<file path="src/rtl/axis_word_unpacker.sv">
// Pops show-ahead FIFO words and emits them as a lane-ordered sample stream.
// Samples carry per-frame first/last markers; completed frames are counted.
module axis_word_unpacker #(
  parameter int unsigned WORD_BYTES  = 8,
  parameter int unsigned SAMPLE_BITS = 16,
  parameter int unsigned FRAME_LEN   = 256,
  parameter int unsigned FRAME_BITS  = 8
) (
  input  logic                     aclk,
  input  logic                     areset,
  input  logic                     u_fifo_rready,
  input  logic [8*WORD_BYTES-1:0]  u_fifo_rdata,
  output logic                     u_fifo_ren,
  output logic                     smp_valid,
  input  logic                     smp_ready,
  output logic [SAMPLE_BITS-1:0]   smp_data,
  output logic                     smp_first,
  output logic                     smp_last,
  output logic [15:0]              frame_cnt
);

  localparam int unsigned WORD_W = 8 * WORD_BYTES;
  localparam int unsigned LANES  = WORD_W / SAMPLE_BITS;
  localparam int unsigned LANE_W = (LANES > 1) ? $clog2(LANES) : 1;
  localparam int unsigned CNT_W  = 16;

  localparam logic [LANE_W-1:0]     LANE_LAST = LANE_W'(LANES - 1);
  localparam logic [FRAME_BITS-1:0] IDX_LAST  = FRAME_BITS'(FRAME_LEN - 1);

  // Elaboration-time parameter sanity
  if ((SAMPLE_BITS == 0) || (WORD_W % SAMPLE_BITS != 0) || (LANES < 1)) begin : g_bad_lanes
    $error("axis_word_unpacker: word width must be a whole multiple of SAMPLE_BITS");
  end
  if (FRAME_LEN < 2) begin : g_bad_frame_len
    $error("axis_word_unpacker: FRAME_LEN must be at least 2");
  end
  if ((FRAME_BITS < 1) || (FRAME_BITS < $clog2(FRAME_LEN))) begin : g_bad_frame_bits
    $error("axis_word_unpacker: FRAME_BITS too narrow for FRAME_LEN");
  end

  typedef enum logic {
    ST_EMPTY = 1'b0,
    ST_FULL  = 1'b1
  } state_e;

  state_e                  state_q,     state_d;
  logic [WORD_W-1:0]       word_q,      word_d;
  logic [LANE_W-1:0]       lane_q,      lane_d;
  logic [FRAME_BITS-1:0]   samp_idx_q,  samp_idx_d;
  logic [CNT_W-1:0]        frame_cnt_q, frame_cnt_d;

  logic                    full;
  logic                    hs;
  logic                    last_lane;
  logic                    take;
  logic                    idx_last;
  logic [SAMPLE_BITS-1:0]  lane_sample;

  // Handshake and pop qualification; reset masks both so nothing moves while it is held
  always_comb begin
    full      = (state_q == ST_FULL);
    smp_valid = full & ~areset;
    hs        = smp_valid & smp_ready;
    last_lane = (lane_q == LANE_LAST);
    idx_last  = (samp_idx_q == IDX_LAST);
    take      = u_fifo_rready & ~areset & (~full | (hs & last_lane));
  end

  assign u_fifo_ren = take;

  // Lane select straight off the held word, no extra pipeline stage
  always_comb begin
    lane_sample = '0;
    for (int unsigned k = 0; k < LANES; k++) begin
      if (lane_q == LANE_W'(k)) begin
        lane_sample = word_q[k*SAMPLE_BITS +: SAMPLE_BITS];
      end
    end
  end

  always_comb begin
    smp_data  = smp_valid ? lane_sample : '0;
    smp_first = smp_valid & (samp_idx_q == '0);
    smp_last  = smp_valid & idx_last;
    frame_cnt = frame_cnt_q;
  end

  // Next-state: word/lane sequencing and frame position tracking
  always_comb begin
    state_d     = state_q;
    word_d      = word_q;
    lane_d      = lane_q;
    samp_idx_d  = samp_idx_q;
    frame_cnt_d = frame_cnt_q;

    if (take) begin
      // A take on the last-lane handshake reloads without a bubble
      state_d = ST_FULL;
      word_d  = u_fifo_rdata;
      lane_d  = '0;
    end else if (full && hs) begin
      if (last_lane) begin
        state_d = ST_EMPTY;
        lane_d  = '0;
      end else begin
        lane_d  = lane_q + LANE_W'(1);
      end
    end

    if (hs) begin
      samp_idx_d = idx_last ? '0 : samp_idx_q + FRAME_BITS'(1);
      if (idx_last) begin
        frame_cnt_d = frame_cnt_q + CNT_W'(1);
      end
    end
  end

  always_ff @(posedge aclk) begin
    if (areset) begin
      state_q     <= ST_EMPTY;
      word_q      <= '0;
      lane_q      <= '0;
      samp_idx_q  <= '0;
      frame_cnt_q <= '0;
    end else begin
      state_q     <= state_d;
      word_q      <= word_d;
      lane_q      <= lane_d;
      samp_idx_q  <= samp_idx_d;
      frame_cnt_q <= frame_cnt_d;
    end
  end

endmodule

</file>
<file path="config.mk">
export PLATFORM = sky130hd
export DESIGN_NAME = axis_word_unpacker
export DESIGN_NICKNAME = d
export VERILOG_FILES = /design/src/rtl/axis_word_unpacker.sv
export SDC_FILE = /design/constraint.sdc
export NUM_CORES = 1
export LEC_CHECK = 0
export BUFFER_PORTS_ARGS = -buffer_cell sky130_fd_sc_hd__buf_2
export CAP_MARGIN = 20
export CORE_MARGIN = 4
export CORE_UTILIZATION = 35
export DETAILED_ROUTE_END_ITERATION = 7
export RECOVER_POWER = 100
export SYNTH_ARGS = -nofsm -noshare
export SYNTH_HDL_FRONTEND = slang
export SYNTH_SLANG_ARGS = --single-unit
</file>
<file path="constraint.sdc">
create_clock -name aclk -period 1.75 [get_ports aclk]
set_input_delay 0.2625 -clock aclk [delete_from_list [all_inputs] [get_ports aclk]]
set_output_delay 0.2625 -clock aclk [all_outputs]
set_load 0.02 [all_outputs]
</file>
==> impl_table.tex <==
\begin{tabular}{lr}
\hline
Metric & Value \\
\hline
\multicolumn{2}{l}{\textbf{Run status}} \\
Outcome & finished with violations \\
Violated checks & negative setup slack \\
\multicolumn{2}{l}{\textbf{STA}} \\
Setup repair after global routing missed its margin & true \\
Number of hold violations in the final report & 0 \\
Worst-margin pin slew & a little over 0.8 ns \\
Smallest setup slack after layout & -0.266 ns \\
Final cycle utilization of the critical path & 115\% \\
Worst hold margin & $\sim$0.15 ns \\
Setup Viol. Count Final & 38 \\
Relative slew margins & $\sim$46\% \\
Fin Clk Skew & 0.00578 ns \\
Minimum period implied by the final worst setup slack & just over 2 ns \\
Count of final max-slew check failures & 0 \\
Maximum clock rate & slightly below 500 MHz \\
Setup TNS & -4.33 ns \\
\multicolumn{2}{l}{\textbf{Logic synthesis}} \\
Post-synthesis sequential area ratio & 44.2\% \\
Post-synthesis cell area & a little over 4000 µm² \\
Combinational family with the most area after synthesis & simple AND/OR/NAND/NOR gates \\
Total number of yosys warnings & 0 \\
Number of instances in the synthesized netlist & approximately 550 \\
Share of synthesized cell area in and, or, nand and nor gates & 27.2\% \\
Fraction of synthesized area in multiplexers & between 4 and 5\% \\
Xor/xnor share of the synthesized area & approximately 2.1\% \\
Number of unique standard cell types used by synthesis & 38 \\
Per-instance average area after synthesis & roughly 7.5 µm² \\
Flip-flop and latch count after synthesis & between 90 and 100 \\
Synth Area in Compound Gates & between 10\% and 20\% \\
Synth Area in Adders & $\sim$2.1\% \\
Nets in the synthesized netlist & about 620 \\
\multicolumn{2}{l}{\textbf{Routing}} \\
Detailed-route vias per instance & between 5 and 6 \\
Routed Antenna Nets & 0 \\
Count of vias placed by the detailed router & approximately 4300 \\
Post-detailed-routing wire length & 13400 µm \\
First-pass iteration count of the detailed router & 5 \\
Final routed DRC violation total & 0 \\
Iter 0 DRT Violations & 312 \\
Detailed-route wire length per cell & $\sim$16 µm \\
\multicolumn{2}{l}{\textbf{Setup path}} \\
Max FO, Critical Path & 5 \\
Critical Path AT & between 1.5 and 2 ns \\
Nature of the critical path startpoint & flop \\
Element type at the critical path end & output port \\
Worst R2R Setup Slack & -0.17 ns \\
Required time of the worst setup path & roughly 1.5 ns \\
Critical path class & reg -> out \\
\multicolumn{2}{l}{\textbf{Clock network}} \\
Clk pin slew, worst setup/hold paths & approximately 0.07 ns \\
Clock buffer count from CTS & 9 \\
Largest buffer count on any clock path & 2 \\
CTS tree & done \\
Insertion delay to the later sink of the worst-skew pair & between 0.3 and 0.4 ns \\
Clk root buf & sky130\_fd\_sc\_hd\_\_clkbuf\_16 \\
Post-cts hold buffer count & 0 \\
Count of clock tree sinks & between 90 and 100 \\
H-tree depth & 3 \\
\multicolumn{2}{l}{\textbf{Cells and area}} \\
Filler-free cell count of the finished design & 844 \\
Synth-to-layout area growth & 54.3\% \\
Number of nets at the end of the flow & between 700 and 800 \\
Proportion of layout cells with a drive suffix above 1 & around two fifths \\
\multicolumn{2}{l}{\textbf{Placement}} \\
Setup slack after placement & -0.0953 ns \\
Post-detailed-placement half-perimeter wirelength & about 8400 µm \\
\# port buffers & a little over 100 \\
Placed Instances & around 800 \\
Routability Congestion & $\sim$0.79 \\
\multicolumn{2}{l}{\textbf{Flow run}} \\
Maximum Capacitance Violations & 0 \\
\multicolumn{2}{l}{\textbf{Power}} \\
Total net switching power & $\sim$0.0013 W \\
Internal power consumption & around 0.0035 W \\
Post-layout total power & 0.00475 W \\
Fraction of power spent switching nets & 26.6\% \\
Power density over the cells & $\sim$750 nW/µm² \\
Worst voltage drop across the vdd grid & 0.432 mV \\
Sequential share of power & 46.7\% \\
Combinational share of power & 14.2\% \\
Clock power frac & between 30\% and 40\% \\
Static leakage power & 2.46 nW \\
\multicolumn{2}{l}{\textbf{Global routing}} \\
Via count of the first global-routing pass & 3925 \\
First-pass GRT wire length & around 19000 µm \\
Largest net degree at the start of global routing & just under 80 \\
Total gr overflow & 0 \\
Gr usage total & between 10\% and 20\% \\
Antenna violations before repair & 1 \\
\multicolumn{2}{l}{\textbf{Die}} \\
Vertical die dimension & between 100 and 150 µm \\
Width of the die & between 100 and 150 µm \\
Area of the die & around 14000 µm² \\
Count of boundary I/O pins & roughly 100 \\
Floorplan core area & about 11000 µm² \\
Row cnt & 39 \\
Effective utilization at floorplan & 35.9\% \\
\multicolumn{2}{l}{\textbf{Min path}} \\
Class of the tightest hold or removal check & in -> reg \\
\hline
\end{tabular}
## worst max-delay path, stage by stage, from the launching register on
cell	delay, ns
sky130_fd_sc_hd__dfxtp_4	0.37
sky130_fd_sc_hd__inv_4	0.07
sky130_fd_sc_hd__ha_4	0.18
sky130_fd_sc_hd__buf_12	0.12
sky130_fd_sc_hd__buf_6	0.09
sky130_fd_sc_hd__nand2_2	0.05
sky130_fd_sc_hd__o21ai_2	0.14
sky130_fd_sc_hd__mux2i_2	0.09
sky130_fd_sc_hd__o21ai_2	0.17
sky130_fd_sc_hd__buf_6	0.14
## kinds of logic (layout without fill, tap and decap cells)
logic type,after synthesis,in the layout
XOR/XNOR,10,10
buffers and inverters,45,195
other,0,2
AND/OR/NAND/NOR,252,254
flip-flops,91,91
adder cells (fa/ha/maj),7,7
multiplexers,19,19
AO/OA/AOI/OAI,123,123
## worst paths after layout
path | start | to | cells past startpoint
setup / recovery | lane_q[0]$_SDFFE_PP0P_ | smp_data[12] | 9
setup reg to reg | samp_idx_q[1]$_SDFFE_PP0N_ | frame_cnt[7]$_SDFFE_PP0P_ | 6
hold reg to reg | word_q[45]$_SDFFE_PP0P_ | word_q[45]$_SDFFE_PP0P_ | 2
hold / removal | u_fifo_rdata[20] | word_q[20]$_SDFFE_PP0P_ | 3
## per-stage QoR
step / area, µm² / utilization, %
after floorplan: 4250 / -
after detailed placement: 5200 / 45.3
after global routing: 6350 / 55.4
final: 6350 / 55.4
after CTS: 5880 / 51.3
after global placement: 5200 / 45.3
## layout make-up
class / count / area [µm²]
fillers: 1009 / 5110
clock buffers: 11 / 243
well taps: 143 / 179
flip-flops and latches: 91 / 1850
inverters: 6 / 32.5
clock inverters: 5 / 37.5
diodes: 2 / 5.00
multi-input cells: 413 / 2650
repair buffers: 173 / 1360
## synth_stat cells, drive strengths merged
master	count	area share, %
mux2i	19	4.6
and2	1	0.15
nand2	172	16
a211oi	1	0.18
or4	6	1.2
or2b	1	0.18
a31oi	1	0.15
nand4	4	0.76
nor4b	1	0.21
inv	6	0.55
o21ai	40	4.9
buf	6	0.73
or3	5	0.76
and3	3	0.49
xnor2	7	1.5
nand3	25	3.0
and4	1	0.21
or3b	1	0.21
a21oi	76	9.2
nor2	14	1.3
xor2	3	0.64
a21boi	1	0.18
nand2b	3	0.46
o31ai	4	0.73
clkbuf	33	3.0
dfxtp	91	44
ha	7	2.1
nor2b	1	0.15
or4b	1	0.24
nand4b	1	0.58
nor3	10	1.3
nor4	2	0.30
## per-layer routing
layer	vias to the layer above	share of wire (%)	wire [µm]	GRT usage, %
li1	2154	-	-	-
met1	1995	46	6120	24.6
met2	126	47	6240	27.1
met3	16	6.0	797	3.11
met4	0	1.7	231	7.58
met5	-	0	0	0
## placed cells by master, fill, tap and decap left out, drive strengths merged, types with 2 or more instances in the layout
| cell | synthesis | routed |
|---|---|---|
| or4 | 6 | 8 |
| nor4 | 2 | 2 |
| nand2 | 172 | 172 |
| nand3 | 25 | 25 |
| dfxtp | 91 | 91 |
| or3 | 5 | 5 |
| a21oi | 76 | 76 |
| clkinv | 0 | 2 |
| o31ai | 4 | 4 |
| ha | 7 | 7 |
| nand2b | 3 | 3 |
| o21ai | 40 | 40 |
| xor2 | 3 | 3 |
| nand4 | 4 | 4 |
| diode | 0 | 2 |
| nor2 | 14 | 14 |
| and3 | 3 | 3 |
| clkbuf | 33 | 32 |
| mux2i | 19 | 19 |
| nor3 | 10 | 10 |
| xnor2 | 7 | 7 |
| inv | 6 | 7 |
| buf | 6 | 152 |
| clkinvlp | 0 | 2 |
## flip-flops by register name, indices dropped and copies added (netlist names)
name        cells
word_q         64
frame_cnt      16
samp_idx_q      8
full            1
lane_q          2
## repair_timing
item | in CTS | in global routing
cloned | 2 | 5
setup buffers | 8 | 9
pin swaps | 14 | 17
gates resized for setup | 101 | 84
endpoints found under the setup margin | 27 | 42
## power by group through the flow
stage / combinational (W) / clock, W / sequential (W)
6_report: 0.000673 / 0.00186 / 0.00222
5_1_grt: 0.000730 / 0.00197 / 0.00223
4_1_cts: 0.000567 / 0.00188 / 0.00221
3_5_place_dp: 0.000497 / 0 / 0.00225
3_3_place_gp: 0.000487 / 0 / 0.00225
2_1_floorplan: 0.000285 / 0 / 0.00224
Power figures use the tool's default switching activity.
